===== src/rtl/multicycle_main_control.sv =====
// Multicycle main control FSM: sequences fetch/decode/execute/memory/writeback
// and drives the datapath enables, mux selects and AluOP from the current state.
module multicycle_main_control #(
   parameter int OPW  = 6,
   parameter int AOPW = 3
) (
   input  logic            clk,
   input  logic            rst_n,
   input  logic [OPW-1:0]  opcode,
   input  logic            zero,
   input  logic            mem_ready,
   output logic            pc_write,
   output logic            pc_write_cond,
   output logic            branch_ne,
   output logic            iord,
   output logic            mem_read,
   output logic            mem_write,
   output logic            ir_write,
   output logic            reg_dst,
   output logic            mem_to_reg,
   output logic            reg_write,
   output logic            alu_src_a,
   output logic [1:0]      alu_src_b,
   output logic [1:0]      pc_source,
   output logic [AOPW-1:0] alu_op,
   output logic            illegal_op,
   output logic [3:0]      state_o
);

   localparam logic [OPW-1:0] OP_RTYPE = OPW'(6'b000000);
   localparam logic [OPW-1:0] OP_LW    = OPW'(6'b100011);
   localparam logic [OPW-1:0] OP_SW    = OPW'(6'b101011);
   localparam logic [OPW-1:0] OP_BEQ   = OPW'(6'b000100);
   localparam logic [OPW-1:0] OP_BNE   = OPW'(6'b000101);
   localparam logic [OPW-1:0] OP_J     = OPW'(6'b000010);
   localparam logic [OPW-1:0] OP_ADDI  = OPW'(6'b001000);
   localparam logic [OPW-1:0] OP_ANDI  = OPW'(6'b001100);
   localparam logic [OPW-1:0] OP_ORI   = OPW'(6'b001101);
   localparam logic [OPW-1:0] OP_SLTI  = OPW'(6'b001010);
   localparam logic [OPW-1:0] OP_LUI   = OPW'(6'b001111);

   localparam logic [AOPW-1:0] AOP_ADD  = AOPW'(3'b000);
   localparam logic [AOPW-1:0] AOP_SUB  = AOPW'(3'b001);
   localparam logic [AOPW-1:0] AOP_RT   = AOPW'(3'b010);
   localparam logic [AOPW-1:0] AOP_ANDI = AOPW'(3'b100);
   localparam logic [AOPW-1:0] AOP_ORI  = AOPW'(3'b101);
   localparam logic [AOPW-1:0] AOP_SLTI = AOPW'(3'b110);
   localparam logic [AOPW-1:0] AOP_LUI  = AOPW'(3'b111);

   typedef enum logic [3:0] {
      S_IDLE     = 4'h0,
      S_FETCH    = 4'h1,
      S_DECODE   = 4'h2,
      S_MEM_ADDR = 4'h3,
      S_MEM_RD   = 4'h4,
      S_MEM_WR   = 4'h5,
      S_MEM_WB   = 4'h6,
      S_R_EXEC   = 4'h7,
      S_R_WB     = 4'h8,
      S_I_EXEC   = 4'h9,
      S_I_WB     = 4'hA,
      S_BRANCH   = 4'hB,
      S_JUMP     = 4'hC
   } state_t;

   typedef struct packed {
      logic            pc_write;
      logic            pc_write_cond;
      logic            branch_ne;
      logic            iord;
      logic            mem_read;
      logic            mem_write;
      logic            ir_write;
      logic            reg_dst;
      logic            mem_to_reg;
      logic            reg_write;
      logic            alu_src_a;
      logic [1:0]      alu_src_b;
      logic [1:0]      pc_source;
      logic [AOPW-1:0] alu_op;
      logic            illegal_op;
   } ctrl_t;

   state_t state, state_nxt;
   ctrl_t  ctrl;
   logic   br_ne_q;

   // The branch sense is captured at decode so later opcode changes cannot leak in.
   logic unused_zero;
   assign unused_zero = zero;

   function automatic state_t decode_target(input logic [OPW-1:0] op);
      state_t t;
      case (op)
         OP_RTYPE:                                  t = S_R_EXEC;
         OP_LW, OP_SW:                              t = S_MEM_ADDR;
         OP_BEQ, OP_BNE:                            t = S_BRANCH;
         OP_J:                                      t = S_JUMP;
         OP_ADDI, OP_ANDI, OP_ORI, OP_SLTI, OP_LUI: t = S_I_EXEC;
         default:                                   t = S_FETCH;
      endcase
      return t;
   endfunction

   function automatic logic [AOPW-1:0] i_alu_op(input logic [OPW-1:0] op);
      logic [AOPW-1:0] a;
      case (op)
         OP_ANDI: a = AOP_ANDI;
         OP_ORI:  a = AOP_ORI;
         OP_SLTI: a = AOP_SLTI;
         OP_LUI:  a = AOP_LUI;
         default: a = AOP_ADD;
      endcase
      return a;
   endfunction

   always_ff @(posedge clk or negedge rst_n) begin
      if (!rst_n) state <= S_IDLE;
      else        state <= state_nxt;
   end

   always_ff @(posedge clk or negedge rst_n) begin
      if (!rst_n)                  br_ne_q <= 1'b0;
      else if (state == S_DECODE)  br_ne_q <= opcode[0];
   end

   always_comb begin
      state_nxt = S_FETCH;
      case (state)
         S_IDLE:     state_nxt = S_FETCH;
         S_FETCH:    state_nxt = mem_ready ? S_DECODE : S_FETCH;
         S_DECODE:   state_nxt = decode_target(opcode);
         S_MEM_ADDR: state_nxt = (opcode == OP_LW) ? S_MEM_RD : S_MEM_WR;
         S_MEM_RD:   state_nxt = mem_ready ? S_MEM_WB : S_MEM_RD;
         S_MEM_WR:   state_nxt = mem_ready ? S_FETCH : S_MEM_WR;
         S_MEM_WB:   state_nxt = S_FETCH;
         S_R_EXEC:   state_nxt = S_R_WB;
         S_R_WB:     state_nxt = S_FETCH;
         S_I_EXEC:   state_nxt = S_I_WB;
         S_I_WB:     state_nxt = S_FETCH;
         S_BRANCH:   state_nxt = S_FETCH;
         S_JUMP:     state_nxt = S_FETCH;
         default:    state_nxt = S_FETCH;
      endcase
   end

   always_comb begin
      ctrl = '0;
      case (state)
         S_FETCH: begin
            ctrl.mem_read  = 1'b1;
            ctrl.alu_src_b = 2'b01;
            ctrl.ir_write  = mem_ready;
            ctrl.pc_write  = mem_ready;
         end
         S_DECODE: begin
            ctrl.alu_src_b  = 2'b11;
            ctrl.illegal_op = (decode_target(opcode) == S_FETCH);
         end
         S_MEM_ADDR: begin
            ctrl.alu_src_a = 1'b1;
            ctrl.alu_src_b = 2'b10;
         end
         S_MEM_RD: begin
            ctrl.mem_read = 1'b1;
            ctrl.iord     = 1'b1;
         end
         S_MEM_WR: begin
            ctrl.mem_write = 1'b1;
            ctrl.iord      = 1'b1;
         end
         S_MEM_WB: begin
            ctrl.reg_write  = 1'b1;
            ctrl.mem_to_reg = 1'b1;
         end
         S_R_EXEC: begin
            ctrl.alu_src_a = 1'b1;
            ctrl.alu_op    = AOP_RT;
         end
         S_R_WB: begin
            ctrl.reg_write = 1'b1;
            ctrl.reg_dst   = 1'b1;
         end
         S_I_EXEC: begin
            ctrl.alu_src_a = 1'b1;
            ctrl.alu_src_b = 2'b10;
            ctrl.alu_op    = i_alu_op(opcode);
         end
         S_I_WB: ctrl.reg_write = 1'b1;
         S_BRANCH: begin
            ctrl.alu_src_a     = 1'b1;
            ctrl.alu_op        = AOP_SUB;
            ctrl.pc_write_cond = 1'b1;
            ctrl.pc_source     = 2'b01;
            ctrl.branch_ne     = br_ne_q;
         end
         S_JUMP: begin
            ctrl.pc_write  = 1'b1;
            ctrl.pc_source = 2'b10;
         end
         default: ctrl = '0;
      endcase
   end

   assign pc_write      = ctrl.pc_write;
   assign pc_write_cond = ctrl.pc_write_cond;
   assign branch_ne     = ctrl.branch_ne;
   assign iord          = ctrl.iord;
   assign mem_read      = ctrl.mem_read;
   assign mem_write     = ctrl.mem_write;
   assign ir_write      = ctrl.ir_write;
   assign reg_dst       = ctrl.reg_dst;
   assign mem_to_reg    = ctrl.mem_to_reg;
   assign reg_write     = ctrl.reg_write;
   assign alu_src_a     = ctrl.alu_src_a;
   assign alu_src_b     = ctrl.alu_src_b;
   assign pc_source     = ctrl.pc_source;
   assign alu_op        = ctrl.alu_op;
   assign illegal_op    = ctrl.illegal_op;
   assign state_o       = state;

endmodule


===== config.mk =====
export PLATFORM = sky130hd
export DESIGN_NAME = multicycle_main_control
export DESIGN_NICKNAME = d
export VERILOG_FILES = /design/src/rtl/multicycle_main_control.sv
export SDC_FILE = /design/constraint.sdc
export NUM_CORES = 1
export LEC_CHECK = 0
export ABC_CLOCK_PERIOD_IN_PS = 2000
export BUFFER_PORTS_ARGS = -buffer_cell sky130_fd_sc_hd__buf_2
export CORE_UTILIZATION = 43
export CTS_BUF_LIST = sky130_fd_sc_hd__clkbuf_8 sky130_fd_sc_hd__clkbuf_16
export CTS_CLUSTER_DIAMETER = 80
export DETAILED_ROUTE_END_ITERATION = 12
export GPL_TIMING_DRIVEN = 1
export PLACE_DENSITY = 0.77
export REMOVE_ABC_BUFFERS = 1
export SYNTH_ARGS = -nofsm -noshare
export SYNTH_HDL_FRONTEND = slang
export SYNTH_SLANG_ARGS = --single-unit

===== constraint.sdc =====
create_clock -name clk -period 2 [get_ports clk]
set_clock_uncertainty 0.15 [all_clocks]
set_input_delay 0.4 -clock clk [delete_from_list [all_inputs] [get_ports clk]]
set_output_delay 0.4 -clock clk [all_outputs]
set_load 0.01 [all_outputs]

==> flow_summary.json <==
{
  "status": "finished, final reports clean",
  "power_density_nw_per_um2": 1360,
  "rsz0062_at_grt": "yes",
  "yosysTopAreaCell": "dfrtp_1",
  "peakVddDrop_mv": 0.467,
  "max_slew.worst_pin.slew_ps": 329,
  "maxSlewViolCount": 0,
  "drt_wl_total_um": 1770,
  "crit_type": "register to primary output",
  "start_util_pct": 46.7,
  "vias_per_cell": 5.62,
  "antenna_left": 0,
  "diodes": 0,
  "start_kind": "register",
  "rows": 13,
  "antenna_found_initial": 0,
  "fmax_mhz": 515,
  "finalNetCount": 130,
  "synth_area_leaders": "dfrtp_1 21%, xnor2_1 5.8%, a21oi_1 4.9%",
  "io-pin-count": 33,
  "areaGrowthSynthToFinish_pct": 47.1,
  "die_area_sq_um": 1570,
  "worst_setup_path_end_kind": "primary output",
  "layout_common_cells": "31 x buf_2, 7 x nor2_1, 7 x nand2_1",
  "dp_hpwl_um": 1220,
  "p_total_w": 0.00122,
  "drc": 0,
  "finalSetupViolCount": 0,
  "syn-mean-instance-area_sq_um": 7.24,
  "grt_pass1_wl_um": 2570,
  "cp_max_fo": 5,
  "max_cap_violations": 0,
  "synthCells": 84,
  "grt.overflow.total": 0,
  "hp-class": "input port to register",
  "slew_headroom_pct": 78.0,
  "leakage_nw": 0.442,
  "gp_routability_congestion": 0.826,
  "dieHeight_um": 39.6,
  "hold_violations": 0,
  "clockBufferDepth": 2,
  "cp.arrival_ps": 1390,
  "drtIter0Drc": 19,
  "tritoncts": "yes",
  "crit_required_ps": 1450,
  "wire_per_inst_um": 13.2,
  "grt_use_total_pct": 25.0,
  "netlist.area_leader.share_pct": 20.6,
  "post-place-ws_ps": 102,
  "clockRootBuffer": "clkbuf_8",
  "grt_max_degree": 18,
  "synth.distinct_cells": 37,
  "setup_ws_ps": 58.7,
  "drt_pass1_iterations": 4,
  "grt_pass1_vias": 583,
  "drive_gt1_share_pct": 43.7,
  "finalCritPeriodShare_pct": 97.1,
  "ys_ff_latch": 5,
  "clk_pin_slew_ps": 30,
  "worstSkewPairLatency_ps": 220,
  "syn_area_sq_um": 608,
  "fp.coreArea_sq_um": 1300,
  "layout_min_cycle_time_ps": 1940,
  "seq_area_frac_synth_pct": 20.6,
  "cts_made_buffers": 3,
  "die_w_um": 39.6,
  "ctsHtreeMaxLevel": 1,
  "numPortBuffers": 31,
  "vias": 753,
  "cts_sinks": 5,
  "fin_tns_setup_ps": 0,
  "layout_commonest_cell": "buf_2",
  "yosys_warnings": 0
}
through the flow:
| stage | hold WS (ps) | utilization (%) | area (sq um) | std cells |
|---|---|---|---|---|
| 2_1_floorplan | -45.6 | - | 559 | 76 |
| 3_3_place_gp | 64.2 | 59.8 | 778 | 128 |
| 5_1_grt | 348 | 68.8 | 895 | 134 |
| 4_1_cts | 311 | 64.6 | 841 | 134 |
| 3_5_place_dp | 68.2 | 59.8 | 778 | 128 |
| 6_report | 325 | 68.8 | 895 | 134 |
worst max-delay path: stages, from the launching register on:
cell	delay, ps
dfrtp_1	390
buf_4	160
nand2b_4	160
nor3_4	170
and3b_1	160
buf_2	120
state kept, by name, summed over array words and instances, names as in the netlist:
signal,cells
state_o,4
br_ne_q,1
cells in the mapped netlist:
library cell,count
a2111oi_1,1
a211oi_1,1
a21boi_0,1
a21boi_1,1
a21oi_1,6
a221o_1,1
a31oi_1,2
and2_1,1
and2b_1,1
and3_1,2
and3b_1,1
buf_2,6
buf_4,1
buf_6,1
dfrtp_1,5
inv_2,1
mux2_1,1
nand2_1,7
nand2_2,1
nand2b_1,4
nand3_1,4
nand4b_1,1
nor2_1,7
nor2_2,1
nor2b_1,3
nor3_1,5
nor3_2,1
nor3b_1,2
nor4b_2,1
o211ai_1,1
o21ai_0,1
o21ai_1,3
o22ai_1,2
or2_1,1
or2b_1,1
or4_1,1
xnor2_1,4
final timing paths:
kind	from	to	slack, ps	depth (start not counted)
min in group asynchronous	rst_n	state_o[3]	380	2
hold / removal	mem_ready	state_o[1]	320	2
setup / recovery	state_o[0]	illegal_op	60	5
setup reg to reg	state_o[0]	br_ne_q	380	5
max in group asynchronous	rst_n	state_o[0]	1190	2
hold reg to reg	br_ne_q	br_ne_q	340	1
what timing repair did:
item | 4_1_cts | 5_1_grt
setup endpoints to repair | 3 | 8
pin swaps | 0 | 4
gates cloned | 0 | 0
hold buffers | 1 | 0
buffers inserted | 1 | 0
hold endpoints to repair | 5 | 0
resized for setup | 0 | 11
final cells by class:
| class | instances | area (sq um) |
|---|---|---|
| clock buffers | 3 | 41.3 |
| clock inverters | 1 | 3.75 |
| fillers | 115 | 407 |
| inverters | 1 | 3.75 |
| multi-input cells | 70 | 480 |
| flip-flops and latches | 5 | 125 |
| well taps | 15 | 18.8 |
| repair buffers | 39 | 221 |
logic make-up after synthesis:
group | count (synthesis) | share of synthesized area (%)
AO/OA/AOI/OAI | 20 | 20.6
XOR/XNOR | 4 | 5.76
buffers and inverters | 9 | 8.64
flip-flops | 5 | 20.6
multiplexers | 1 | 1.85
AND/OR/NAND/NOR | 45 | 42.6
power breakdown:
part / switching [W] / leakage, nW / total (W) / internal, W
combinational: 0.000485 / 0.353 / 0.000860 / 0.000374
sequential: 0.0000251 / 0.0622 / 0.000172 / 0.000147
clock: 0.0000525 / 0.0269 / 0.000184 / 0.000132
layer usage:
layer  track usage, %  part of all wire, %  up-vias
met5                0                    0        -
li1                 -                    -      366
met2             38.1                   50       26
met3             5.11                  4.5        6
met1             32.0                   43      355
met4             14.7                  2.9        0
No activity file was read; power rests on OpenSTA's default activity.
